File: src/rtl/ram_stream_reader.sv
// Streams a block of RAM words onto a valid/ready output.
// Read issue is credit-limited by a small output FIFO.
module ram_stream_reader #(
    parameter int DATA_WIDTH = 10,
    parameter int ADDR_WIDTH = 12,
    parameter int FIFO_DEPTH = 4
) (
    input  logic                  clk,
    input  logic                  reset,
    input  logic                  start,
    input  logic [ADDR_WIDTH-1:0] base_addr,
    input  logic [ADDR_WIDTH:0]   num_words,
    output logic                  busy,
    output logic                  done,
    output logic                  ram_read_req,
    output logic [ADDR_WIDTH-1:0] ram_read_addr,
    input  logic [DATA_WIDTH-1:0] ram_read_data,
    output logic [DATA_WIDTH-1:0] m_data,
    output logic                  m_valid,
    input  logic                  m_ready
);

    localparam int PTR_W = $clog2(FIFO_DEPTH);
    localparam int CNT_W = PTR_W + 1;

    localparam logic [1:0] S_IDLE  = 2'd0;
    localparam logic [1:0] S_RUN   = 2'd1;
    localparam logic [1:0] S_DRAIN = 2'd2;
    localparam logic [1:0] S_DONE  = 2'd3;

    logic [1:0]            state;
    logic [ADDR_WIDTH:0]   remaining;
    logic [ADDR_WIDTH:0]   total;
    logic [ADDR_WIDTH:0]   popped;
    logic [ADDR_WIDTH-1:0] addr;
    logic [CNT_W-1:0]      inflight;
    logic [1:0]            vld;

    logic [DATA_WIDTH-1:0] fifo [FIFO_DEPTH];
    logic [PTR_W-1:0]      wr_ptr;
    logic [PTR_W-1:0]      rd_ptr;
    logic [CNT_W-1:0]      count;
    logic                  push;
    logic                  pop;
    logic                  full;

    // Credit uses registered inflight so a same-cycle pop never over-commits
    assign ram_read_req  = (state == S_RUN) && (remaining != '0)
                         && (inflight < CNT_W'(FIFO_DEPTH));
    assign ram_read_addr = addr;
    assign busy          = (state != S_IDLE);
    assign done          = (state == S_DONE);

    assign push    = vld[1];
    assign m_valid = (count != '0);
    assign pop     = m_valid && m_ready;
    assign full    = (count == CNT_W'(FIFO_DEPTH));
    assign m_data  = fifo[rd_ptr];

    always_ff @(posedge clk or negedge reset) begin
        if (!reset) begin
            state     <= S_IDLE;
            remaining <= '0;
            total     <= '0;
            popped    <= '0;
            addr      <= '0;
        end else begin
            if (ram_read_req) begin
                addr      <= addr + 1'b1;
                remaining <= remaining - 1'b1;
            end
            if (pop) popped <= popped + 1'b1;
            case (state)
                S_IDLE: begin
                    if (start) begin
                        state     <= S_RUN;
                        addr      <= base_addr;
                        remaining <= num_words;
                        total     <= num_words;
                        popped    <= '0;
                    end
                end
                S_RUN:   if (remaining == '0) state <= S_DRAIN;
                S_DRAIN: if (popped == total) state <= S_DONE;
                default: state <= S_IDLE;
            endcase
        end
    end

    always_ff @(posedge clk or negedge reset) begin
        if (!reset) begin
            inflight <= '0;
            vld      <= '0;
        end else begin
            vld <= {vld[0], ram_read_req};
            case ({ram_read_req, pop})
                2'b10:   inflight <= inflight + 1'b1;
                2'b01:   inflight <= inflight - 1'b1;
                default: inflight <= inflight;
            endcase
        end
    end

    always_ff @(posedge clk or negedge reset) begin
        if (!reset) begin
            for (int i = 0; i < FIFO_DEPTH; i++) fifo[i] <= '0;
            wr_ptr <= '0;
            rd_ptr <= '0;
            count  <= '0;
        end else begin
            if (push) begin
                fifo[wr_ptr] <= ram_read_data;
                wr_ptr       <= wr_ptr + 1'b1;
            end
            if (pop) rd_ptr <= rd_ptr + 1'b1;
            case ({push, pop})
                2'b10:   count <= count + 1'b1;
                2'b01:   count <= count - 1'b1;
                default: count <= count;
            endcase
        end
    end

    a_no_overflow: assert property (
        @(posedge clk) disable iff (!reset) !(push && full)
    );

endmodule

File: config.mk
export PLATFORM = sky130hd
export DESIGN_NAME = ram_stream_reader
export DESIGN_NICKNAME = d
export VERILOG_FILES = /design/src/rtl/ram_stream_reader.sv
export SDC_FILE = /design/constraint.sdc
export NUM_CORES = 1
export LEC_CHECK = 0
export CAP_MARGIN = 20
export CORE_MARGIN = 1
export CORE_UTILIZATION = 31
export CTS_BUF_LIST = sky130_fd_sc_hd__clkbuf_8
export DETAILED_ROUTE_END_ITERATION = 8
export HOLD_SLACK_MARGIN = 0.12
export PLACE_DENSITY_LB_ADDON = 0.08
export SETUP_SLACK_MARGIN = 0.3
export SLEW_MARGIN = 20
export SYNTH_ARGS = -nofsm -noshare
export SYNTH_HDL_FRONTEND = slang
export SYNTH_SLANG_ARGS = --single-unit
File: constraint.sdc
create_clock -name clk -period 4.9 [get_ports clk]
set_clock_uncertainty 0.05 [all_clocks]
set_input_delay 0.49 -clock clk [delete_from_list [all_inputs] [get_ports clk]]
set_output_delay 0.49 -clock clk [all_outputs]
set_load 0.1 [all_outputs]
=== After elaboration in Yosys (flattened, before gate mapping) ===
Cells that the tools add are included.

* Add/sub/neg operators: 9
* Order comparisons: 4
* Equality and inequality tests: 11
* Mux-type cells: 21
* Bitwise gates (word level): 2
* Reduce and logical (&&, ||, !) cells: 13

{| class="wikitable"
|+ Operators with widths
! operator !! number
|-
| 13-bit 2-to-1 mux || 6
|-
| 40-bit bitwise mux || 1
|-
| 12-bit 2-to-1 mux || 3
|-
| 10-bit 2-to-1 mux || 3
|-
| 10-bit binary-select mux with 2-bit select || 1
|-
| 10-bit demux with 2-bit select || 1
|-
| 13-bit by 1-bit adder with 13-bit output (second input constant) || 1
|-
| 13-bit == test || 1
|-
| 13-bit zero test || 1
|-
| 13-bit nonzero test || 1
|-
| 13-bit by 1-bit subtractor with 13-bit output (second input constant) || 1
|-
| 12-bit by 1-bit adder with 12-bit output (second input constant) || 1
|-
| 3-bit one-hot mux with 2 select lines || 2
|-
| 2-bit == test (second input constant) || 4
|-
| 3-bit by 1-bit adder with 3-bit output (second input constant) || 2
|-
| 2-bit by 1-bit == test with 1-bit output (second input constant) || 3
|-
| 3-bit greater-or-equal comparator (second input constant) || 2
|-
| 2-bit 2-to-1 mux || 3
|-
| 2-bit inverter with 3-bit output || 2
|-
| 2-bit one-hot mux with 3 select lines || 1
|-
| 2-bit nonzero test || 3
|-
| 3-bit by 1-bit subtractor with 3-bit output (second input constant) || 2
|-
| 2-bit by 1-bit adder with 2-bit output (second input constant) || 2
|-
| 1-bit logical AND || 4
|-
| other kinds (8) || 9
|}

* Flip-flop bits (word level): 105
* Input port bits: 39
* Output and inout bits: 26

=== Longest topological paths before layout ===
* Word-level depth: 6
* Depth in mapped cells: 11
* Depth with buffers taken out: 11

=== Worst setup path after synthesis ===
OpenSTA, ideal clock, no wires.

* Path kind: reg2reg
* Start point: reg remaining[0]
* End point: reg inflight[2]
* Library setup time: 0.079 ns
* Data arrival time: 2.292 ns
* Slack: 2.479 ns
* Stages on the path, launching flop included: 12
* Clock period less this slack: 2.421 ns
* Cells stage by stage: dfrtp_1 -> inv_1 -> ha_1 -> nor4b_4 -> a31oi_4 -> inv_2 -> ha_1 -> inv_1 -> fa_1 -> xor2_1 -> nor2_1 -> xor2_1

* Longest elaborated chain between the ends: 5
* Elaborated cells on any way between the ends: 7
* Those cells by class: eq/ne: 2; mux: 1; reduce/logical: 4

{| class="wikitable"
|+ Ends and longest elaborated chain
! what !! line !! text
|-
| start, declared || 32 || <nowiki>logic [ADDR_WIDTH:0] remaining;</nowiki>
|-
| start signal, assigned || 70 || <nowiki>remaining <= remaining - 1'b1;</nowiki>
|-
| start signal, assigned || 78 || <nowiki>remaining <= num_words;</nowiki>
|-
| 13-bit nonzero test * || 48 || <nowiki>assign ram_read_req = (state == S_RUN) && (remaining != '0)</nowiki>
|-
| 1-bit logical AND * || 48 ||
|-
| 1-bit logical AND * || 49 || <nowiki>&& (inflight < CNT_W'(FIFO_DEPTH));</nowiki>
|-
| 2-bit by 1-bit == test with 1-bit output or 2-bit == test (tied branches) || 96 || <nowiki>case ({ram_read_req, pop})</nowiki>
|-
| 3-bit one-hot mux with 2 select lines or 2-bit nonzero test (tied branches) || - ||
|-
| end signal, assigned || 97 || <nowiki>2'b10: inflight <= inflight + 1'b1;</nowiki>
|-
| end signal, assigned || 98 || <nowiki>2'b01: inflight <= inflight - 1'b1;</nowiki>
|-
| end signal, assigned || 99 || <nowiki>default: inflight <= inflight;</nowiki>
|-
| end, declared || 36 || <nowiki>logic [CNT_W-1:0] inflight;</nowiki>
|}

Mark *: on every way between the ends. The rest lies on a longest branch, timed or not.
A chain may end at the register's enable or synchronous reset.

=== Worst setup path in the final report ===
* Start point: reg remaining[0]
* End point: out ram_read_req

* Longest elaborated chain between the ends: 3

{| class="wikitable"
|+ Ends and longest elaborated chain
! what !! line !! text
|-
| 13-bit nonzero test || 48 ||
|-
| 1-bit logical AND || 48 ||
|-
| 1-bit logical AND || 49 ||
|-
| end, declared || 15 || <nowiki>output logic ram_read_req,</nowiki>
|}

No other way between the ends.

==> impl_metrics.py <==
metrics = {
    "floorplanning": {
        "io_pins": 65,
        "fp.dieH_um": 132,
        "dieWidth_um": 132,
        "dieArea_um2": 17300,
        "core_area_um2": 16100,
        "initial_core_util": 0.323,
        "fp-row-count": 46,
    },
    "clocking": {
        "hold_buffers": 0,
        "cts_tree": "built",
        "ctsResizeCount": 0,
        "cts.sinks": 105,
        "htree_levels": 3,
        "clock_path_buffers": 2,
        "cts_buffers": 9,
        "cts_setup_buffers": 0,
        "root_buffer": "clkbuf_8",
        "clk_latency_ps": 370,
        "clkTransAtPathRegs_ps": 100,
    },
    "global_routing": {
        "grt_antenna_before_repair": 0,
        "grt_busiest_layer": "met2",
        "grt_overflow": 0,
        "grt_max_degree": 79,
        "met1_usage": 0.194,
        "grt_pass1_wl_um": 19300,
        "grtUsageMet2": 0.225,
        "gr-usage-met3": 0.0374,
        "grt_pass1_vias": 3644,
        "grt_usage": 0.142,
    },
    "yosys": {
        "async_reset_ff_frac": 1.00,
        "ys_ff_latch": 105,
        "yosysWarningCount": 0,
        "synthTopCellsByArea": "dfrtp_1, mux2_2, xor2_1",
        "syn_nets": 506,
        "synth_seq_area_share": 0.505,
        "synth_area_leader_cell": "dfrtp_1",
        "synthCells": 451,
        "synth_edf_count": 0,
        "synth-main-ff-cell": "dfrtp_1",
        "synth.top_cell.area_share": 0.505,
        "synthesis.area_um2": 5200,
        "avgSynthCellArea_um2": 11.5,
        "synth_cell_types": 44,
    },
    "finish": {
        "drive_gt1_frac": 0.169,
        "fin_nets": 572,
        "diodes": 0,
        "area_growth_pct": 21.5,
    },
    "worst_hold_path": {
        "hold_class": "reg2reg",
    },
    "critical_path": {
        "crit_path_top_delay_cell": "clkdlybuf4s50_1",
        "cp-start-kind": "flop",
        "critPathTopFamily": "buffers and inverters",
        "arrival_ps": 3080,
        "worstPathCellList": "inv_1 > ha_1 > nor4b_4 > a31oi_4 > clkdlybuf4s50_1",
        "critPathMaxFanout": 18,
        "critPathMaxStageDelay_ps": 1250,
        "cp.required_ps": 4360,
        "crit_buf_inv": 2,
        "end_kind": "output port",
        "critical_path_class": "reg2out",
    },
    "drt": {
        "wl_per_cell_um": 15.4,
        "first_iter_violations": 99,
        "vias_per_cell": 4.65,
        "dr.pass1.iters": 4,
        "ant_nets": 0,
        "drc": 0,
        "via_count": 3429,
        "finalWirelength_um": 11400,
    },
    "timing": {
        "grt_setup_unrepaired": "no",
        "slew-limit-headroom": 0.307,
        "max_slew.worst_pin.slew_ps": 1040,
        "fin_crit_sh": 0.740,
        "timing.fmax_ghz": 0.276,
        "final_max_slew_viol_count": 0,
        "finalSetupTns_ps": 0,
        "period_needed_ps": 3620,
        "finalHoldViolCount": 0,
        "setup_viol": 0,
    },
    "place": {
        "gp_congestion": 0.786,
        "hpwl_um": 8090,
        "portBuffers": 64,
    },
    "run": {
        "max_cap_viol_count": 0,
    },
    "status": {
        "status": "finished, final reports clean",
    },
}
-- area by class of cell --
class                      instances  area [um2]
clock inverter                     6        65.1
fill                            1618        9800
sequential                       105        2630
multi-input combinational        316        2460
tap                              216         270
clock buffer                      10         138
inverter                          18        67.6
timing repair buffer              67         687
-- per-stage QoR --
step / setup WS, ps / cell area [um2] / hold slack [ps] / utilization / instances
after floorplan: 2480 / 5200 / 144 / - / 451
after global placement: 1720 / 6070 / 322 / 0.377 / 720
after detailed placement: 1670 / 6070 / 313 / 0.377 / 720
after CTS: 1240 / 6280 / 250 / 0.389 / 736
after global routing: 1100 / 6320 / 325 / 0.392 / 738
final: 1280 / 6320 / 326 / 0.392 / 738
-- cells in the final DEF, fill, tap and decap left out, types with 2 or more instances in the layout --
| master | synthesis | routed |
|---|---|---|
| or3_1 | 4 | 4 |
| xnor2_1 | 22 | 22 |
| mux2i_1 | 5 | 5 |
| mux2_2 | 40 | 40 |
| nand3_1 | 9 | 9 |
| ha_1 | 14 | 14 |
| nand2_1 | 70 | 69 |
| clkdlybuf4s50_1 | 0 | 63 |
| nor4_1 | 3 | 3 |
| nor3_1 | 6 | 6 |
| and3_1 | 2 | 2 |
| xor2_1 | 31 | 31 |
| o21ai_1 | 14 | 14 |
| inv_2 | 3 | 3 |
| clkbuf_8 | 0 | 10 |
| fa_1 | 2 | 2 |
| nor4_2 | 3 | 3 |
| nand4_1 | 13 | 13 |
| o21ai_0 | 7 | 7 |
| inv_1 | 15 | 15 |
| dfrtp_1 | 105 | 105 |
| nor2_1 | 27 | 26 |
| nor4b_4 | 2 | 2 |
| mux4_2 | 10 | 10 |
| o211ai_1 | 2 | 2 |
| a21oi_1 | 11 | 11 |
| nor3b_1 | 2 | 2 |
| clkinv_2 | 0 | 2 |
| nor2b_1 | 2 | 2 |
-- final timing paths --
check                             start           end  slack (ps)  depth (start not counted)
setup reg to reg           remaining[0]   inflight[2]        2000                         11
hold reg to reg                  vld[0]        vld[1]         330                          0
setup / recovery           remaining[0]  ram_read_req        1280                          5
hold / removal                   vld[0]        vld[1]         330                          0
max in group asynchronous         reset     total[10]        3300                          3
min in group asynchronous         reset      fifo[33]         660                          2
-- synth_stat cells, types with 2 or more instances --
cell type	instances
dfrtp_1	105
nand2_1	70
mux2_2	40
xor2_1	31
nor2_1	27
xnor2_1	22
inv_1	15
ha_1	14
o21ai_1	14
nand4_1	13
a21oi_1	11
clkbuf_1	10
mux4_2	10
nand3_1	9
o21ai_0	7
nor3_1	6
mux2i_1	5
or3_1	4
inv_2	3
nor4_1	3
nor4_2	3
and3_1	2
fa_1	2
nor2b_1	2
nor3b_1	2
nor4b_4	2
o211ai_1	2
-- sequential cells by signal, summed over array words and instances (netlist names) --
signal         count
inflight           3
total             13
vld                2
ram_read_addr     12
count              3
wr_ptr             2
remaining         13
popped            13
rd_ptr             2
state              2
fifo              40
-- cell families (layout without fill, tap and decap cells) --
kind of cell / after synthesis / in the layout / synth area share
AO/OA/AOI/OAI: 41 / 41 / 0.0534
XOR/XNOR: 53 / 53 / 0.0893
adder cells (fa/ha/maj): 16 / 16 / 0.0414
buffers and inverters: 30 / 101 / 0.0226
flip-flops: 105 / 105 / 0.505
multiplexers: 55 / 55 / 0.140
AND/OR/NAND/NOR: 151 / 151 / 0.148
-- layer usage --
metal  wire [um]  vias to the layer above
met1        5580                     1657
li1            -                     1698
met4         147                        0
met2        5260                       65
met5           0                        -
met3         410                        9
Power is left out: the tool's default activity adds up to more than one toggle a clock period on the data nets, which glitch-free logic cannot reach.
